## config.mk

```make
export PLATFORM = sky130hd
export DESIGN_NAME = toy_cipher_core
export DESIGN_NICKNAME = d
export VERILOG_FILES = /design/src/rtl/toy_cipher_core.sv
export SDC_FILE = /design/constraint.sdc
export NUM_CORES = 1
export LEC_CHECK = 0
export ABC_AREA = 0
export ABC_CLOCK_PERIOD_IN_PS = 2000
export CORE_UTILIZATION = 31
export DETAILED_ROUTE_END_ITERATION = 16
export GPL_TIMING_DRIVEN = 0
export PLACE_DENSITY = 0.53
export SLEW_MARGIN = 5
export SYNTH_ARGS = -nofsm -noshare
export SYNTH_HDL_FRONTEND = slang
export SYNTH_SLANG_ARGS = --single-unit
```

## constraint.sdc

```tcl
create_clock -name clk -period 2 [get_ports clk]
set_input_delay 0.6 -clock clk [delete_from_list [all_inputs] [get_ports clk]]
set_output_delay 0.6 -clock clk [all_outputs]
set_load 0.02 [all_outputs]
```

## src/rtl/toy_cipher_core.sv

```systemverilog
// Iterative rotate/XOR toy cipher: one round per clock, encrypt or decrypt.
// Result is held in data_out until the next operation completes.
module toy_cipher_core #(
  parameter int unsigned WIDTH  = 8,
  parameter int unsigned ROUNDS = 4
) (
  input  logic             clk,
  input  logic             rst_n,
  input  logic             start,
  input  logic             mode,
  input  logic [WIDTH-1:0] data_in,
  input  logic [WIDTH-1:0] key_in,
  output logic [WIDTH-1:0] data_out,
  output logic             busy,
  output logic             done,
  output logic             ready,
  output logic [4:0]       round
);

  localparam logic [1:0] IDLE = 2'd0;
  localparam logic [1:0] RUN  = 2'd1;
  localparam logic [1:0] DONE = 2'd2;

  localparam logic [4:0] LAST_ROUND = 5'(ROUNDS - 1);

  logic [1:0]       state_q, state_d;
  logic [WIDTH-1:0] s_q, s_d;
  logic [WIDTH-1:0] key_q, key_d;
  logic             mode_q, mode_d;
  logic [4:0]       round_q, round_d;
  logic [WIDTH-1:0] data_q, data_d;
  logic             busy_q, busy_d;
  logic             done_q, done_d;
  logic             ready_q, ready_d;

  logic [WIDTH-1:0] kr_c;
  logic [WIDTH-1:0] enc_mix_c;
  logic [WIDTH-1:0] s_next_c;
  logic             last_c;

  // Rotate left by n mod WIDTH; the doubled word makes any amount a plain shift.
  function automatic logic [WIDTH-1:0] rotl_n(input logic [WIDTH-1:0] x,
                                               input logic [4:0]       n);
    logic [2*WIDTH-1:0] t;
    int unsigned        amt;
    amt = 32'(n) % WIDTH;
    t   = {x, x} << amt;
    return t[2*WIDTH-1:WIDTH];
  endfunction

  assign kr_c      = rotl_n(key_q, round_q);
  assign enc_mix_c = s_q ^ kr_c;
  assign s_next_c  = mode_q ? ({s_q[0], s_q[WIDTH-1:1]} ^ kr_c)
                            : {enc_mix_c[WIDTH-2:0], enc_mix_c[WIDTH-1]};
  assign last_c    = mode_q ? (round_q == 5'd0) : (round_q == LAST_ROUND);

  // Next-state and registered-output logic.
  always_comb begin
    state_d = state_q;
    s_d     = s_q;
    key_d   = key_q;
    mode_d  = mode_q;
    round_d = round_q;
    data_d  = data_q;
    done_d  = 1'b0;
    ready_d = ready_q;

    case (state_q)
      IDLE, DONE: begin
        state_d = IDLE;
        if (start) begin
          s_d     = data_in;
          key_d   = key_in;
          mode_d  = mode;
          ready_d = 1'b0;
          round_d = mode ? LAST_ROUND : 5'd0;
          state_d = RUN;
        end
      end
      RUN: begin
        s_d = s_next_c;
        if (last_c) begin
          data_d  = s_next_c;
          done_d  = 1'b1;
          ready_d = 1'b1;
          round_d = 5'd0;
          state_d = DONE;
        end else begin
          round_d = mode_q ? (round_q - 5'd1) : (round_q + 5'd1);
        end
      end
      default: state_d = IDLE;
    endcase

    busy_d = (state_d == RUN);
  end

  always_ff @(posedge clk) begin
    if (!rst_n) begin
      state_q <= IDLE;
      s_q     <= '0;
      key_q   <= '0;
      mode_q  <= 1'b0;
      round_q <= 5'd0;
      data_q  <= '0;
      busy_q  <= 1'b0;
      done_q  <= 1'b0;
      ready_q <= 1'b0;
    end else begin
      state_q <= state_d;
      s_q     <= s_d;
      key_q   <= key_d;
      mode_q  <= mode_d;
      round_q <= round_d;
      data_q  <= data_d;
      busy_q  <= busy_d;
      done_q  <= done_d;
      ready_q <= ready_d;
    end
  end

  assign data_out = data_q;
  assign busy     = busy_q;
  assign done     = done_q;
  assign ready    = ready_q;
  assign round    = round_q;

endmodule
```

==> results of run 1 <==
synth_stat cells (all sizes together) (2+ instances only):
cell type	count	area, µm²
a22o	9	78.8
nor2b	7	43.8
nand3	4	20.0
clkbuf	7	26.3
mux2	3	37.5
nor3	3	15.0
mux4	5	113
dfxtp	35	701
ha	3	37.5
o22ai	2	12.5
mux2i	9	90.1
inv	4	15.0
xnor2	14	145
a21boi	11	86.3
a211oi	3	27.5
and3	2	12.5
o21ai	9	45.0
and2	4	25.0
o211ai	10	75.1
and3b	2	17.5
a22oi	5	37.5
buf	6	50.0
xor2	4	35.0
a21oi	3	15.0
o21a	2	15.0
or3	3	18.8
nor2	8	30.0
nand2	41	154
area by class of cell:
class                      instances  area [µm²]  area share [%]
buffer                            13        92.6            3.48
clock buffer                       6        82.6            3.11
clock inverter                     1        5.00           0.188
inverter                           4        15.0           0.565
multi-input combinational        177        1310            49.4
sequential                        35         703            26.4
tap                               77        96.3            3.62
timing repair buffer              35         350            13.2
worst min-delay path: stages (launching register included):
cell and delay (ns):
dfxtp_1 0.33, nand2_1 0.05, o211ai_1 0.06
cell usage in the layout (no fill, tap or decap), drive strengths merged, types with 9 or more instances in the layout:
master	Yosys	final
nand2	41	41
clkdlybuf4s50	0	35
dfxtp	35	35
xnor2	14	14
clkbuf	7	12
a21boi	11	11
o211ai	10	10
a22o	9	9
mux2i	9	9
o21ai	9	9
state kept, by name (all words and copies together) (netlist names):
register,cells
mode_q,1
state_q,2
round,5
key_q,8
ready,1
busy,1
s_q,8
done,1
data_out,8
logic make-up after synthesis:
logic type      Yosys count  share of synthesized area, %
compound gates           60                          21.4
xor+xnor                 18                          8.66
fa+ha+maj                 4                          2.77
buf+inv                  17                          4.39
flops                    35                          33.7
mux                      17                          11.6
simple gates             78                          17.5
where the power goes:
group / internal [mW] / leakage, nW / switching, mW
sequential: 0.745 / 0.287 / 0.0512
combinational: 0.269 / 0.616 / 0.288
clock: 0.271 / 0.0470 / 0.258
stage by stage:
step                      total power, mW  setup TNS (ns)  hold slack (ns)
after global routing                 1.99         -0.0200            0.497
after global placement               1.36          -12.45            0.461
after detailed placement             1.36          -12.04            0.463
after floorplan                      1.19               0            0.456
final                                1.88               0            0.472
after CTS                            1.89               0            0.481
how the worst max path moves through the flow:
| stage | from | cells past startpoint | to | slack, ns |
|---|---|---|---|---|
| 4_1_cts | rst_n | 6 | data_out[1]$_SDFFE_PN0P_ | 0.009 |
| 3_5_place_dp | start | 6 | round[1]$_SDFFE_PN0P_ | -0.74 |
| 5_1_grt | rst_n | 6 | data_out[1]$_SDFFE_PN0P_ | -0.02 |
| 6_report | rst_n | 6 | data_out[1]$_SDFFE_PN0P_ | 0.03 |
| 2_1_floorplan | round[2]$_SDFFE_PN0P_ | 7 | s_q[4]$_SDFFE_PN0P_ | 0.10 |
| 3_3_place_gp | start | 6 | round[1]$_SDFFE_PN0P_ | -0.76 |
routing by layer:
layer	up-vias	global-route usage, %	share of wire, %
met1	817	21.3	51
met2	41	25.1	45
li1	904	-	-
met3	2	3.76	4.1
met4	0	4.55	0.43
met5	-	0	0
repair_timing:
action	4_1_cts	5_1_grt
resized for setup	6	14
gates cloned	0	0
hold endpoints to repair	0	0
setup endpoints to repair	26	14
==> reports/metrics.cfg, run 1 <==
[min_path]
worstHoldEndpoint=data_out[2]$_SDFFE_PN0P_
min_path_type=reg2reg
hold_path_startpoint=data_out[2]$_SDFFE_PN0P_
min_path_cells=2

[synthesis]
synth-seq-cells=35
synth_area_um2=2080
ys_async_sr_fraction_pct=0
synth-main-ff-cell=dfxtp_1
synth_cells=229
ys_seq_area_share_pct=33.7
avgSynthCellArea_um2=9.08
post_synth_num_cell_types=49
synth_warnings=0
synth_edf_count=0
synthesis.nets=253

[cells_and_area]
final_area_um2=2660
fillers=635
layout-drive-gt1-share_pct=13.3
nets=295
instances_no_fill=348
diodes=0
utilization_pct=41.4
area_growth_pct=27.9

[placement]
placement.cell_area_um2=2530
dp.cells=341
finalWeightedCongestion=0.799
dp_slack_ns=-0.736
dp_hpwl_um=4020
numPortBuffers=35

[setup_path]
rr_endpoint=s_q[4]$_SDFFE_PN0P_
crit_path_cell_trace=clkdlybuf4s50_1 -> nand3_4 -> or3_1 -> clkbuf_1 -> a2bb2oi_1 -> o21ai_1
crit_path_end_kind=flop
reg2reg_depth=7
cp_slowest_cell=clkdlybuf4s50_1
startpoint_type=primary input
path_delay_family=buffers and inverters
cpPeakStageDelay_ns=0.63
arrival_ns=2.19
required_ns=2.22
r2r-start=round[2]$_SDFFE_PN0P_
path_class=in2reg
rrSetupSlack_ns=0.08
path_max_fanout=8
cp_num_buf_inv=2

[cts]
cts_setup_buffers=0
htree_num_levels=2
clockBufferDepth=2
clkLatencyLatePin_ns=0.28
clk_pin_slew_worst_paths_ns=0.07
holdBufCountCts=0
cts_tree=built
cts-root-buf=clkbuf_8
cts_made_buffers=5
cts_sinks=35

[route]
drt-pass1-iter-count=12
vias_per_cell=5.07
drtAntennaViolNets=0
drt_iter0_markers=66
wire_per_inst_um=15.4
wl_um=5350
drc=2
num_vias=1764

[timing]
drv_slew=0
hold_viol_final=0
fin_crit_ns=1.97
skew_ns=0.00835
layout_setup_ws_ns=0.0290
finalCritPeriodShare_pct=98.5
worstMarginPinSlew_ns=0.530
relSlewSlack_pct=64.7
setup_viol=0
max_freq_mhz=507

[global_route]
grt_pass1_wl_um=8680
grt_max_degree=11
antenna_found_initial=0
first_global_vias=1697
grt.overflow.total=0
grt_usage_pct=15.8

[pwr]
powerDensity_nw_per_um2=708
irDropWorstVdd_mv=0.351
p_leak_nw=0.950

[die]
die_y_um=83.9
rows=29
ios=36
die_area_um2=7040
die_x_um=83.9
start_util_pct=32.4
core_um2=6420

[status]
violations=design-rule violations
status=finished with violations

[job]
drv_cap=0

Power figures use the tool's default switching activity.
==> run 2, diff against run 1 <==
ABC_CLOCK_PERIOD_IN_PS = 2350   (was 2000)
CTS_CLUSTER_SIZE = 20   (was not set)
GPL_TIMING_DRIVEN = not set   (was 0)
clock period = 2.35 ns   (was 2 ns; I/O delays follow)
==> reports/metrics.cfg, run 2 (synthesized netlist as in run 1, its figures left out) <==
[cells_and_area]
area_growth_pct=25.9
layout-drive-gt1-share_pct=12.6
layout_commonest_cell=nand2_1
final_area_um2=2620
utilization_pct=40.8
diodes=0
layout_common_cells=nand2_1 (41), clkdlybuf4s50_1 (35), dfxtp_1 (33), xnor2_1 (11), buf_4 (11)
nets=293

[setup_path]
crit_end=round[1]
r2r-start=round[1]$_SDFFE_PN0P_
required_ns=1.64
crit_start=round[1]$_SDFFE_PN0P_
cp_num_buf_inv=1
path_delay_family=buffers and inverters
crit_path_end_kind=primary output
startpoint_type=flop
path_class=reg2out
rr_endpoint=round[4]$_SDFFE_PN0P_
arrival_ns=1.52
path_max_fanout=11
crit_path_cell_trace=clkdlybuf4s50_1
rrSetupSlack_ns=0.39
crit_cells=1
cp_slowest_cell=clkdlybuf4s50_1
reg2reg_depth=7
cpPeakStageDelay_ns=0.68

[pwr]
powerDensity_nw_per_um2=600
p_total_mw=1.57
p_leak_nw=0.950
irDropWorstVdd_mv=0.284

[cts]
cts-root-buf=clkbuf_8
clkLatencyLatePin_ns=0.28
cts_made_buffers=5
cts_sinks=35
holdBufCountCts=0
cts_setup_buffers=0
clockBufferDepth=2
clk_pin_slew_worst_paths_ns=0.08
cts_tree=built
htree_num_levels=2

[route]
num_vias=1777
wire_per_inst_um=14.6
drtAntennaViolNets=0
wl_um=5060
drt_iter0_markers=48
vias_per_cell=5.12
drt-pass1-iter-count=10
drc=1

[global_route]
grt_max_degree=21
grt_usage_pct=15.3
grt_pass1_wl_um=8540
grt.overflow.total=0
first_global_vias=1684
antenna_found_initial=0

[die]
die_x_um=83.9
rows=29
start_util_pct=32.4
die_area_um2=7040
ios=36
core_um2=6420
die_y_um=83.9

[timing]
drv_slew=0
setup_tns_ns=0
worstMarginPinSlew_ns=0.725
skew_ns=0.00707
relSlewSlack_pct=51.5
finalCritPeriodShare_pct=94.8
hold_slack_ns=0.477
fin_crit_ns=2.23
setup_viol=0
max_freq_mhz=449
hold_viol_final=0
rsz0062_at_grt=false

[placement]
numPortBuffers=35
dp_hpwl_um=3870
finalWeightedCongestion=0.814
placement.cell_area_um2=2530

[min_path]
min_path_cells=2
min_path_type=reg2reg

[job]
drv_cap=0

[status]
violations=design-rule violations
status=finished with violations

-- run 2: worst min path at each step --
stage	to	slack [ns]	from
floorplan	key_q[2]$_SDFFE_PN0N_	0.46	key_q[2]$_SDFFE_PN0N_
global placement	data_out[0]$_SDFFE_PN0P_	0.45	data_out[0]$_SDFFE_PN0P_
detailed placement	data_out[5]$_SDFFE_PN0P_	0.47	data_out[5]$_SDFFE_PN0P_
CTS	data_out[5]$_SDFFE_PN0P_	0.48	data_out[5]$_SDFFE_PN0P_
global route	data_out[3]$_SDFFE_PN0P_	0.50	data_out[3]$_SDFFE_PN0P_
finish	data_out[3]$_SDFFE_PN0P_	0.48	data_out[3]$_SDFFE_PN0P_
-- run 2: repair_timing --
item                                    in CTS  in global routing
gates resized for setup                      1                  1
endpoints found under the setup margin       1                  1
gates cloned                                 0                  0
pin swaps                                    0                  0
-- run 2: through the flow --
| step | worst slack (ns) | cells |
|---|---|---|
| after floorplan | 0.451 | 229 |
| after global placement | 0.0317 | 339 |
| after detailed placement | 0.0277 | 339 |
| after CTS | 0.0396 | 347 |
| after global routing | 0.0645 | 347 |
| final | 0.123 | 347 |
-- run 2: where the power goes --
part	total, mW	internal [mW]	switching [mW]
Clock	0.428	0.203	0.225
Combinational	0.451	0.226	0.226
Sequential	0.690	0.634	0.0560
-- run 2: final cells by class --
type                       instances  area [µm²]
fill                             663        3800
multi-input combinational        177        1290
sequential                        35         703
timing repair buffer              46         433
tap                               77        96.3
clock buffer                       5        68.8
clock inverter                     3        15.0
inverter                           4        15.0
-- run 2: per-layer routing --
layer	routed length [µm]	vias up	global-route usage, %
li1	-	901	-
met1	2470	822	21.4
met2	2270	46	23.2
met3	241	8	3.36
met4	78	0	4.86
met5	0	-	0
==> run 3, diff against run 2 <==
ABC_CLOCK_PERIOD_IN_PS = 2100   (was 2350)
GPL_TIMING_DRIVEN = 1   (was not set)
clock period = 2.1 ns   (was 2.35 ns; I/O delays follow)
==> reports/metrics.cfg, run 3 (synthesized netlist as in run 1, its figures left out) <==
[status]
status=finished with violations
violations=design-rule violations

[timing]
skew_ns=0.00596
setup_viol=0
relSlewSlack_pct=62.8
hold_viol_final=0
hold_slack_ns=0.476
fin_crit_ns=2.01
setup_tns_ns=0
finalCritPeriodShare_pct=95.5
drv_slew=0
worstMarginPinSlew_ns=0.557
max_freq_mhz=499
rsz0062_at_grt=false

[setup_path]
startpoint_type=flop
reg2reg_depth=6
r2r-start=round[2]$_SDFFE_PN0P_
required_ns=1.47
cp_num_buf_inv=1
rr_endpoint=data_out[1]$_SDFFE_PN0P_
arrival_ns=1.38
cp_slowest_cell=clkdlybuf4s50_1
crit_path_end_kind=primary output
path_delay_family=buffers and inverters
path_max_fanout=11
path_class=reg2out
rrSetupSlack_ns=0.27
crit_path_cell_trace=clkdlybuf4s50_1
cpPeakStageDelay_ns=0.64

[cts]
cts_made_buffers=5
cts_sinks=35
htree_num_levels=2
clockBufferDepth=2
clk_pin_slew_worst_paths_ns=0.08
cts-root-buf=clkbuf_8
clkLatencyLatePin_ns=0.28
cts_tree=built
cts_setup_buffers=0

[route]
drtAntennaViolNets=0
vias_per_cell=5.07
num_vias=1783
drt-pass1-iter-count=10
wl_um=5070
wire_per_inst_um=14.4
drc=2
drt_iter0_markers=100

[cells_and_area]
layout_common_cells=nand2_1 (41), clkdlybuf4s50_1 (35), dfxtp_1 (34), buf_4 (15), xnor2_1 (11)
diodes=0
area_growth_pct=30.0
layout-drive-gt1-share_pct=14.2
utilization_pct=42.1
nets=298
final_area_um2=2700
layout_commonest_cell=nand2_1

[placement]
finalWeightedCongestion=0.797
dp_hpwl_um=3950
placement.cell_area_um2=2580
numPortBuffers=35

[global_route]
grt.overflow.total=0
first_global_vias=1775
grt_usage_pct=15.9
grt_max_degree=22
antenna_found_initial=0
grt_pass1_wl_um=8940

[pwr]
p_leak_nw=0.990
p_int_mw=1.36
swShare_pct=29.2
p_total_mw=1.92
seq_power_share_pct=39.7
p_clk_share_pct=32.8
power.switching_mw=0.560
comb_power_share_pct=27.5
irDropWorstVdd_mv=0.531
powerDensity_nw_per_um2=710

[min_path]
worstHoldEndpoint=data_out[3]$_SDFFE_PN0P_
min_path_type=reg2reg
min_path_cells=2
hold_path_startpoint=data_out[3]$_SDFFE_PN0P_

[die]
core_um2=6420
start_util_pct=32.4
die_y_um=83.9
ios=36
die_area_um2=7040
die_x_um=83.9
rows=29

[job]
drv_cap=0

-- run 3: changes by cell type in the layout (fill, tap and decap cells not counted) --
cell	change
buf_12	+1
buf_4	+4
bufinv_16	+1
clkbuf_8	+1
clkinv_2	-2
dfxtp_1	+1
dfxtp_2	-1
nor2_1	-1
nor2_2	+1
-- run 3: worst min-delay path, cell delays in order, from the launching register on --
cell,delay [ns]
dfxtp_1,0.33
nand2_1,0.05
o211ai_1,0.06
-- run 3: metrics by stage --
| stage | setup slack (ns) | std cells |
|---|---|---|
| global placement | -0.146 | 344 |
| CTS | 0.0817 | 352 |
| detailed placement | -0.167 | 344 |
| finish | 0.0941 | 352 |
| floorplan | 0.201 | 229 |
| global route | 0.0146 | 352 |
-- run 3: power groups by stage --
stage / Clock [mW] / Sequential, mW / Combinational [mW]
after floorplan: 0 / 0.776 / 0.358
after global placement: 0 / 0.778 / 0.530
after detailed placement: 0 / 0.777 / 0.527
after CTS: 0.647 / 0.762 / 0.530
after global routing: 0.679 / 0.770 / 0.582
final: 0.629 / 0.762 / 0.528
-- run 3: worst max-delay path by stage --
stage / from / to / slack, ns / depth (start not counted)
floorplan: round[2]$_SDFFE_PN0P_ / s_q[4]$_SDFFE_PN0P_ / 0.20 / 7
global placement: start / s_q[7]$_SDFFE_PN0P_ / -0.15 / 6
detailed placement: start / s_q[7]$_SDFFE_PN0P_ / -0.17 / 6
CTS: round[1]$_SDFFE_PN0P_ / round[1] / 0.08 / 1
global route: start / round[0]$_SDFFE_PN0P_ / 0.01 / 7
finish: round[1]$_SDFFE_PN0P_ / round[1] / 0.09 / 1
-- run 3: timing repair --
| item | 4_1_cts | 5_1_grt |
|---|---|---|
| gates resized for setup | 1 | 1 |
| hold buffers | 0 | 0 |
| pin swaps | 0 | 0 |
| setup endpoints to repair | 1 | 1 |
| hold endpoints to repair | 0 | 0 |
-- run 3: cell type report --
| type | instances | area (µm²) |
|---|---|---|
| Clock buffer | 6 | 82.6 |
| Clock inverter | 2 | 35.0 |
| Fill cell | 652 | 3720 |
| Inverter | 4 | 15.0 |
| Multi-Input combinational cell | 177 | 1290 |
| Sequential cell | 35 | 702 |
| Tap cell | 77 | 96.3 |
| Timing Repair Buffer | 51 | 483 |
-- run 3: routing by layer --
layer	part of all wire, %	global-route usage [%]	vias to the layer above
li1	-	-	908
met1	48	22.7	817
met2	45	24.9	56
met3	6.1	3.36	2
met4	0.45	2.82	0
met5	0	0	-
